<file path="src/rtl/cp0_pkg.sv">
// Shared CP0 constants: register numbers, Status/Cause bit positions,
// ExcCode values, writable-bit masks and the redirect-source encoding.
package cp0_pkg;

  localparam logic [4:0] REG_COUNT   = 5'd9;
  localparam logic [4:0] REG_COMPARE = 5'd11;
  localparam logic [4:0] REG_STATUS  = 5'd12;
  localparam logic [4:0] REG_CAUSE   = 5'd13;
  localparam logic [4:0] REG_EPC     = 5'd14;

  localparam int ST_IE     = 0;
  localparam int ST_EXL    = 1;
  localparam int ST_IM_LO  = 8;
  localparam int ST_BEV    = 22;
  localparam int CA_BD     = 31;
  localparam int CA_TI     = 30;
  localparam int CA_IP_LO  = 8;
  localparam int CA_EXC_LO = 2;

  localparam logic [4:0] EXC_INT = 5'd0;
  localparam logic [4:0] EXC_SYS = 5'd8;
  localparam logic [4:0] EXC_BP  = 5'd9;
  localparam logic [4:0] EXC_RI  = 5'd10;
  localparam logic [4:0] EXC_OV  = 5'd12;

  localparam logic [31:0] STATUS_WR_MASK = 32'h0040_FF03;
  localparam logic [31:0] STATUS_RESET   = 32'h0040_0000;
  localparam logic [31:0] CAUSE_WR_MASK  = 32'h0000_0300;

  typedef enum logic [1:0] {
    RD_NONE = 2'd0,
    RD_EXC  = 2'd1,
    RD_INT  = 2'd2,
    RD_ERET = 2'd3
  } redirect_e;

endpackage

</file>
<file path="src/rtl/cp0_timer.sv">
// Count/Compare timer: prescaled Count, Compare register and the sticky
// timer-interrupt flag TI.
module cp0_timer
  import cp0_pkg::*;
#(
  parameter int COUNT_DIV = 2
) (
  input  logic        i_clk,
  input  logic        i_rst,
  input  logic        i_count_we,
  input  logic        i_compare_we,
  input  logic [31:0] i_wdata,
  output logic [31:0] o_count,
  output logic [31:0] o_compare,
  output logic        o_ti
);

  logic [3:0]  r_presc;
  logic [31:0] r_count;
  logic [31:0] r_compare;
  logic        r_ti;
  logic        w_tick;
  logic [31:0] w_count_inc;

  assign w_tick      = (r_presc == 4'(COUNT_DIV - 1));
  assign w_count_inc = r_count + 32'd1;

  // Prescaler and Count; an mtc0 to Count beats the increment and restarts the prescaler
  always_ff @(posedge i_clk) begin
    if (i_rst) begin
      r_presc <= 4'd0;
      r_count <= 32'd0;
    end else if (i_count_we) begin
      r_presc <= 4'd0;
      r_count <= i_wdata;
    end else if (w_tick) begin
      r_presc <= 4'd0;
      r_count <= w_count_inc;
    end else begin
      r_presc <= r_presc + 4'd1;
    end
  end

  // Compare register
  always_ff @(posedge i_clk) begin
    if (i_rst) begin
      r_compare <= 32'hFFFF_FFFF;
    end else if (i_compare_we) begin
      r_compare <= i_wdata;
    end
  end

  // TI is raised only by an increment landing on Compare and cleared only by writing Compare
  always_ff @(posedge i_clk) begin
    if (i_rst) begin
      r_ti <= 1'b0;
    end else if (i_compare_we) begin
      r_ti <= 1'b0;
    end else if (!i_count_we && w_tick && (w_count_inc == r_compare)) begin
      r_ti <= 1'b1;
    end
  end

  assign o_count   = r_count;
  assign o_compare = r_compare;
  assign o_ti      = r_ti;

endmodule

</file>
<file path="src/rtl/cp0_timer_ctrl.sv">
// MIPS32 CP0 slice: Status/Cause/EPC, timer instance, exception/interrupt/ERET
// arbitration into one PC redirect, and the mfc0 read mux.
module cp0_timer_ctrl
  import cp0_pkg::*;
#(
  parameter int          N_HW_INT   = 6,
  parameter logic [31:0] EXC_VECTOR = 32'h8000_0180,
  parameter int          COUNT_DIV  = 2
) (
  input  logic                i_clk,
  input  logic                i_rst,
  input  logic [4:0]          i_rd_addr,
  output logic [31:0]         o_rd_data,
  input  logic                i_wr_en,
  input  logic [4:0]          i_wr_addr,
  input  logic [31:0]         i_wr_data,
  input  logic                i_exc_valid,
  input  logic [4:0]          i_exc_code,
  input  logic [31:0]         i_exc_pc,
  input  logic                i_exc_bd,
  input  logic                i_eret,
  input  logic [31:0]         i_int_pc,
  input  logic [N_HW_INT-1:0] i_hw_int,
  output logic                o_redirect_valid,
  output logic [31:0]         o_redirect_pc,
  output logic                o_int_taken,
  output logic                o_timer_int
);

  logic [31:0] r_status;
  logic [31:0] r_epc;
  logic        r_bd;
  logic [4:0]  r_exc_code;
  logic [1:0]  r_ip_sw;
  logic [5:0]  r_ip_hw;

  logic [31:0] w_count;
  logic [31:0] w_compare;
  logic        w_ti;
  logic [5:0]  w_hw_pad;
  logic [7:0]  w_ip;
  logic        w_int_req;
  logic        w_wr_ok;
  logic        w_entry;
  redirect_e   w_sel;

  // Zero-extend the external lines onto the six hardware IP slots
  always_comb begin
    w_hw_pad = 6'd0;
    w_hw_pad[N_HW_INT-1:0] = i_hw_int;
  end

  // TI feeds IP7 directly so the interrupt can be taken the cycle after TI rises
  assign w_ip      = {r_ip_hw[5] | w_ti, r_ip_hw[4:0], r_ip_sw};
  assign w_int_req = r_status[ST_IE] & ~r_status[ST_EXL] & (|(w_ip & r_status[ST_IM_LO +: 8]));

  // Priority: rst > exception > interrupt > eret; mtc0 only when nothing redirects
  always_comb begin
    w_sel = RD_NONE;
    if (i_rst) begin
      w_sel = RD_NONE;
    end else if (i_exc_valid) begin
      w_sel = RD_EXC;
    end else if (w_int_req) begin
      w_sel = RD_INT;
    end else if (i_eret) begin
      w_sel = RD_ERET;
    end else begin
      w_sel = RD_NONE;
    end
  end

  assign w_wr_ok = i_wr_en & (w_sel == RD_NONE) & ~i_rst;
  assign w_entry = (w_sel == RD_EXC) | (w_sel == RD_INT);

  // Redirect outputs decoded from the winning source
  always_comb begin
    o_redirect_valid = 1'b0;
    o_redirect_pc    = 32'd0;
    o_int_taken      = 1'b0;
    case (w_sel)
      RD_EXC: begin
        o_redirect_valid = 1'b1;
        o_redirect_pc    = EXC_VECTOR;
      end
      RD_INT: begin
        o_redirect_valid = 1'b1;
        o_redirect_pc    = EXC_VECTOR;
        o_int_taken      = 1'b1;
      end
      RD_ERET: begin
        o_redirect_valid = 1'b1;
        o_redirect_pc    = r_epc;
      end
      default: begin
        o_redirect_valid = 1'b0;
        o_redirect_pc    = 32'd0;
        o_int_taken      = 1'b0;
      end
    endcase
  end

  // Status: EXL set on entry, cleared by ERET, otherwise mtc0 of writable bits
  always_ff @(posedge i_clk) begin
    if (i_rst) begin
      r_status <= STATUS_RESET;
    end else if (w_entry) begin
      r_status[ST_EXL] <= 1'b1;
    end else if (w_sel == RD_ERET) begin
      r_status[ST_EXL] <= 1'b0;
    end else if (w_wr_ok && (i_wr_addr == REG_STATUS)) begin
      r_status <= i_wr_data & STATUS_WR_MASK;
    end
  end

  // EPC/BD are only captured from the outermost level (EXL = 0); ExcCode always updates
  always_ff @(posedge i_clk) begin
    if (i_rst) begin
      r_epc      <= EXC_VECTOR;
      r_bd       <= 1'b0;
      r_exc_code <= EXC_INT;
    end else if (w_entry) begin
      if (!r_status[ST_EXL]) begin
        if (w_sel == RD_EXC) begin
          r_epc <= i_exc_bd ? (i_exc_pc - 32'd4) : i_exc_pc;
          r_bd  <= i_exc_bd;
        end else begin
          r_epc <= i_int_pc;
          r_bd  <= 1'b0;
        end
      end
      r_exc_code <= (w_sel == RD_EXC) ? i_exc_code : EXC_INT;
    end else if (w_wr_ok && (i_wr_addr == REG_EPC)) begin
      r_epc <= i_wr_data;
    end
  end

  // Cause.IP: hardware lines sampled every cycle, software bits via mtc0
  always_ff @(posedge i_clk) begin
    if (i_rst) begin
      r_ip_hw <= 6'd0;
      r_ip_sw <= 2'd0;
    end else begin
      r_ip_hw <= w_hw_pad;
      if (w_wr_ok && (i_wr_addr == REG_CAUSE)) begin
        r_ip_sw <= i_wr_data[CA_IP_LO +: 2];
      end
    end
  end

  cp0_timer #(
    .COUNT_DIV(COUNT_DIV)
  ) u_timer (
    .i_clk       (i_clk),
    .i_rst       (i_rst),
    .i_count_we  (w_wr_ok && (i_wr_addr == REG_COUNT)),
    .i_compare_we(w_wr_ok && (i_wr_addr == REG_COMPARE)),
    .i_wdata     (i_wr_data),
    .o_count     (w_count),
    .o_compare   (w_compare),
    .o_ti        (w_ti)
  );

  // mfc0 read mux; unimplemented numbers read 0
  always_comb begin
    o_rd_data = 32'd0;
    case (i_rd_addr)
      REG_COUNT:   o_rd_data = w_count;
      REG_COMPARE: o_rd_data = w_compare;
      REG_STATUS:  o_rd_data = r_status;
      REG_CAUSE:   o_rd_data = {r_bd, w_ti, 14'd0, w_ip, 1'b0, r_exc_code, 2'd0};
      REG_EPC:     o_rd_data = r_epc;
      default:     o_rd_data = 32'd0;
    endcase
  end

  assign o_timer_int = w_ti;

endmodule

</file>
<file path="config.mk">
export PLATFORM = sky130hd
export DESIGN_NAME = cp0_timer_ctrl
export DESIGN_NICKNAME = d
export VERILOG_FILES = /design/src/rtl/cp0_pkg.sv /design/src/rtl/cp0_timer.sv /design/src/rtl/cp0_timer_ctrl.sv
export SDC_FILE = /design/constraint.sdc
export NUM_CORES = 1
export LEC_CHECK = 0
export CAP_MARGIN = 20
export CORE_UTILIZATION = 45
export CTS_BUF_LIST = sky130_fd_sc_hd__clkbuf_8
export CTS_CLUSTER_SIZE = 30
export DETAILED_ROUTE_END_ITERATION = 10
export GPL_TIMING_DRIVEN = 0
export PLACE_DENSITY = 0.75
export RECOVER_POWER = 50
export SETUP_SLACK_MARGIN = 0.05
export SLEW_MARGIN = 5
export SYNTH_ARGS = -nofsm -noshare
export SYNTH_HDL_FRONTEND = slang
export SYNTH_HIERARCHICAL = 1
export SYNTH_SLANG_ARGS = --single-unit
</file>
<file path="constraint.sdc">
create_clock -name i_clk -period 4.2 [get_ports i_clk]
set_input_delay 0.84 -clock i_clk [delete_from_list [all_inputs] [get_ports i_clk]]
set_output_delay 0.84 -clock i_clk [all_outputs]
set_load 0.01 [all_outputs]
</file>
### Yosys cells after proc, flatten, opt, wreduce, memory -nomap -nowiden

Cells that the tools add are included.

* add/sub/neg operators: 3
* equality and inequality tests: 16
* mux-type cells: 20
* bitwise operators: 11
* reduce and logical (&&, ||, !) cells: 20

Operators with widths (number)
* $mux W32: 7
* $pmux W32 S5: 1
* $pmux W32 S2: 1
* $eq A5 B4 Y1 const B: 10
* $add A32 B1 Y32 const B: 1
* $eq A32 B32 Y1: 1
* $sub A32 B3 Y32 const B: 1
* $mux W2: 5
* $and A8 B8 Y8: 1
* $reduce_or A8 Y1: 1
* $logic_and A1 B1 Y1: 7
* $reduce_or A3 Y1: 2
* $mux W1: 5
* $mux W5: 1
* $add A4 B1 Y4 const B: 1
* $and A1 B1 Y1: 4
* $eq A2 B2 Y1 const B: 2
* $eq A4 B1 Y1 const B: 1
* $not A1 Y1: 4
* $reduce_and A2 Y1: 2
* $reduce_bool A2 Y1: 2
* $reduce_or A2 Y1: 2
* $reduce_and A3 Y1: 1
* $reduce_bool A3 Y1: 1
* other kinds (5): 6

* register bits after elaboration: 126
* input port bits: 123
* output and inout port bits: 67
* logic and storage cells: 81

### Longest topological paths before layout

* word-level depth: 14
* gate-level depth with buffers: 14
* depth with buffers taken out: 11

### Modules after synthesis

Netlist, hierarchy kept.

Modules (own cells, without submodules)
* cp0_timer_ctrl: instances 1, cells each 581, area an instance 4510.6 um^2, sequential area each 1141.1 um^2
* cp0_timer: instances 1, cells each 497, area an instance 4096.4 um^2, sequential area each 1381.3 um^2

### Worst setup path after synthesis

No wires, ideal clock.

* path type: in2reg
* start point: in i_rst
* end point: reg u_timer.r_ti (netlist: u_timer/o_ti)
* setup time: 0.069 ns
* data arrival time: 3.251 ns
* data required time: 4.131 ns
* slack: 0.880 ns
* stages on the path: 14
* path buffers: 4
* path through: buf_2 > or3_1 > o41ai_4 > buf_4 > buf_2 > nand4b_1 > nor2_1 > clkbuf_1 > nor4_1 > nand4_1 > nor4_1 > nand4_1 > or4_1 > o21ai_1

* word-level cells in the longest chain between the ends: 8
* elaborated cells on any way between the ends: 11
* those cells by class: mux: 1; bitwise: 3; reduce/logical: 7

Ends and longest elaborated chain
* from (decl): RTL line cp0_timer_ctrl.sv:11 `input logic i_rst,`
* $mux W2: RTL line cp0_timer_ctrl.sv:60 `if (i_rst) begin`
* $logic_not A2 Y1: RTL line cp0_timer_ctrl.sv:73 `assign w_wr_ok = i_wr_en & (w_sel == RD_NONE) & ~i_rst;`
* $and A1 B1 Y1 (2 in a row): RTL line cp0_timer_ctrl.sv:73
* $logic_and A1 B1 Y1: RTL line cp0_timer_ctrl.sv:156 `.i_count_we (w_wr_ok && (i_wr_addr == REG_COUNT)),`
* $logic_not A1 Y1: RTL line cp0_timer.sv:59 `end else if (!i_count_we && w_tick && (w_count_inc == r_compare)) begin`
* $logic_and A1 B1 Y1 (2 in a row): RTL line cp0_timer.sv:59
* to (signal assigned): RTL line cp0_timer.sv:56 `r_ti <= 1'b0;`
* to (signal assigned): RTL line cp0_timer.sv:58 `r_ti <= 1'b0;`
* to (signal assigned): RTL line cp0_timer.sv:60 `r_ti <= 1'b1;`
* to (decl): RTL line cp0_timer.sv:21 `logic r_ti;`

Parallel ways exist; a longest one is shown, timed or not.
A chain may end at the register's enable or synchronous reset.

### Final worst setup path

* start point: in i_rd_addr[2]
* end point: out o_rd_data[15]

* word-level cells in the longest chain between the ends: 2
* elaborated cells on any way between the ends: 6
* those cells by class: eq/ne: 5; mux: 1

Ends and longest elaborated chain
* from (decl): RTL line cp0_timer_ctrl.sv:12 `input logic [4:0] i_rd_addr,`
* $eq A5 B4 Y1: RTL line cp0_timer_ctrl.sv:167 `case (i_rd_addr)`
* $pmux W32 S5 *: RTL line cp0_timer_ctrl.sv:167
* to (decl): RTL line cp0_timer_ctrl.sv:13 `output logic [31:0] o_rd_data,`

Every way passes the cells marked *; elsewhere a longest branch is shown, timed or not.

==> flow_summary.ini <==
[power_and_ir_drop]
seqPwrFrac_pct = 44.1
p_per_area_nw_per_um2 = 256.6
combinationalPowerShare_pct = 18.2
swShare_pct = 30.28
p_int_uw = 1998
p_sw_uw = 867.6
power_uw = 2865
power_frac_clock_pct = 37.8
ir_worst_vdd_mv = 0.1880
p_leak_uw = 0.003904

[synth]
ys.flop_type = dfxtp_1
synth_xor_area_share_pct = 11.09
synth_seq_cells = 126
synth.distinct_cells = 79
synthMuxAreaShare_pct = 3.736
synth_top_area_cell = dfxtp_1
synthSimpleGateAreaFrac_pct = 27.98
synth_area_um2 = 8607
synth-compound-area-share_pct = 22.20
synth_cells = 1078
synth_top_family_by_area = simple AND/OR/NAND/NOR gates
synthArstFlopShare_pct = 0
synth_top_area_share_pct = 29.31
synth-seq-area-share_pct = 29.31
yosys-top-cells-area = dfxtp_1 29%, xnor2_1 6.0%, nor2_1 5.5%
yosysMostFrequentCell = dfxtp_1
syn_area_per_cell_um2 = 7.984
synth_adder_area_share_pct = 0.5815
synth_warnings = 6
synth_edf_count = 0
synth.cells.most_frequent = 126 x dfxtp_1, 125 x nor2_1, 89 x nand2_1, 62 x a21oi_1, 59 x xnor2_1
synth_fp_nets = 1205

[timing]
grt_setup_unrepaired = true
timing.fmax_mhz = 238.7
worstMarginPinSlew_ns = 0.9139
fin_ws_ns = 0.01147
finalHoldViolCount = 0
fin_skew_ns = 0.008474
fin_crit_sh_pct = 99.73
whs_ns = 0.4709
min_period_ns = 4.189
drv_slew = 0
slew_headroom_pct = 38.43
setup-violations-final = 0

[floorplanning]
core-area_um2 = 18710
dieArea_um2 = 19680
die_y_um = 140.3
ios = 190
die_w_um = 140.3
rows = 50
start_util_pct = 46.01

[cts]
numCtsBuffers = 17
htreeDepth = 4
clock_latency_ns = 0.46
cts.clk_slew.worst_paths_ns = 0.08
cts_buffer_depth = 2
clock_sinks = 126
cts_tree = built
cts-root-buf = clkbuf_8

[finish]
num-fill-cells = 1724
drive_above_1_share_pct = 8.909
area_growth_pct = 29.74
multi_input_area_um2 = 5614
fin_util_pct = 59.70
final_nets = 1416
antennaDiodeCount = 0
design_area_um2 = 11170
seqCellArea_um2 = 2522

[setup_path]
critPathKind = in -> out
required_ns = 3.36
worstPathCellList = clkdlybuf4s50_1 -> nor4bb_1 -> clkbuf_2 -> clkbuf_2 -> a221oi_1 -> o21ai_0 -> clkdlybuf4s50_1
rr_worst_depth = 11
worst_ep_arrival_time_ns = 3.35
slowest_stage = clkdlybuf4s50_1
reg2reg_from = r_status[14]
slowest_delay_ns = 0.63
end_kind = output port
r2r-end = u_timer/o_compare[3]
rrSetupSlack_ns = 0.18
start_kind = primary input
cp_max_fo = 10

[route]
routedWlPerCell_um = 22.30
firstDrtPassIters = 6
totalWireLength_um = 34250
drc = 0
via_per_inst = 6.215
vias = 9546
drt_iter0_drc = 1082
antenna_left = 0

[place]
io_buffers = 187
dpl-instance-area_um2 = 10770
dp_slack_ns = -0.5595
dpl.hpwl_um = 27320
globalplace.congestion = 1.024

[hold_path]
hp-class = reg -> reg
min_path_cells = 2
hp-start = r_status[15]
min_to = r_status[15]

[global_routing]
grt.busiest_layer = met2
globalRouteMet2Util_pct = 55.71
grt_pass1_vias = 8757
met3_usage_pct = 6.564
grt_pass1_wl_um = 50600
antenna_found_initial = 0
grt_start_max_net_pins = 17
grt-ovfl-total = 0
track_usage_pct = 34.11
grtUsageMet1_pct = 43.07

[outcome]
outcome = finished, final reports clean

[job]
drv_cap = 0
flip-flops by register name (all words and copies together) (netlist names):
signal / cells
u_timer/o_compare: 32
r_epc: 32
u_timer/o_ti: 1
r_status: 11
u_timer/o_count: 32
r_exc_code: 5
r_ip_hw: 6
r_bd: 1
r_ip_sw: 2
u_timer/r_presc: 4
power groups by stage:
| stage | Combinational (uW) | Clock, uW | Sequential [uW] |
|---|---|---|---|
| after CTS | 514 | 1080 | 1260 |
| after global routing | 548 | 1130 | 1270 |
| after detailed placement | 512 | 0 | 1290 |
| after global placement | 506 | 0 | 1290 |
| final | 520 | 1080 | 1260 |
| after floorplan | 234 | 0 | 1270 |
worst max-delay path, delay by kind of cell:
| kind | cells | cell delay (ns) |
|---|---|---|
| AOI/OAI and AO/OA | 2 | 0.50 |
| buffers and inverters | 4 | 1.77 |
| and+or+nand+nor | 1 | 0.23 |
layer usage:
layer	vias to the layer above	routed length, um	part of all wire [%]
li1	4361	-	-
met1	4503	13870	40
met2	582	15900	46
met3	100	3106	9.1
met4	0	1375	4.0
met5	-	0	0
per-stage QoR:
stage | setup TNS [ns] | std cells
4_1_cts | 0 | 1530
5_1_grt | 0 | 1536
2_1_floorplan | 0 | 1078
3_5_place_dp | -22.38 | 1499
3_3_place_gp | -22.14 | 1499
6_report | 0 | 1536
cell families after synthesis:
| group | Yosys count |
|---|---|
| muxes | 31 |
| buffers and inverters | 98 |
| xor gates and xnor gates | 109 |
| DFF | 126 |
| adders and majority gates | 4 |
| AOI/OAI and AO/OA | 256 |
| and+or+nand+nor | 454 |
layout make-up:
type | instances | area share, %
inverters | 11 | 0.3697
clock buffers | 17 | 2.095
flip-flops and latches | 126 | 22.59
plain buffers | 86 | 3.440
multi-input cells | 854 | 50.27
clock inverters | 15 | 1.457
well taps | 234 | 2.622
repair buffers | 193 | 17.15
what timing repair did:
item                                    4_1_cts  5_1_grt
buffers inserted                              0        6
hold buffers                                  0        0
pin swaps                                     0        3
endpoints found under the setup margin       82       65
gates resized for setup                      13       13
worst max-delay path by stage:
stage | start | end | slack [ns]
after floorplan | i_rst | u_timer/o_ti | 0.88
after global placement | i_rst | u_timer/o_ti | -0.54
after detailed placement | i_rst | u_timer/o_ti | -0.56
after CTS | i_rd_addr[4] | o_rd_data[15] | 0.04
after global routing | i_rd_addr[2] | o_rd_data[15] | 0.02
final | i_rd_addr[2] | o_rd_data[15] | 0.01
cell usage in the layout (no fill, tap or decap), drive strengths merged, types with 5 or more instances in the layout:
cell type	Yosys	layout
a21oi	63	63
dfxtp	126	126
nand2	90	90
mux2i	22	22
clkinvlp	0	6
o21ai	41	41
inv	11	15
clkdlybuf4s50	0	183
nor2	126	126
and3	32	32
nor4	23	23
a221oi	17	17
or3	14	14
xor2	50	50
a211o	35	35
a221o	11	11
buf	24	21
mux2	9	9
nand3	36	36
a22oi	22	22
a222oi	10	10
a211oi	22	22
xnor2	59	59
or4	5	5
a22o	7	7
nand4	26	26
nor3	28	28
clkbuf	63	88
nor2b	40	40
(Power assumes the default switching activity.)
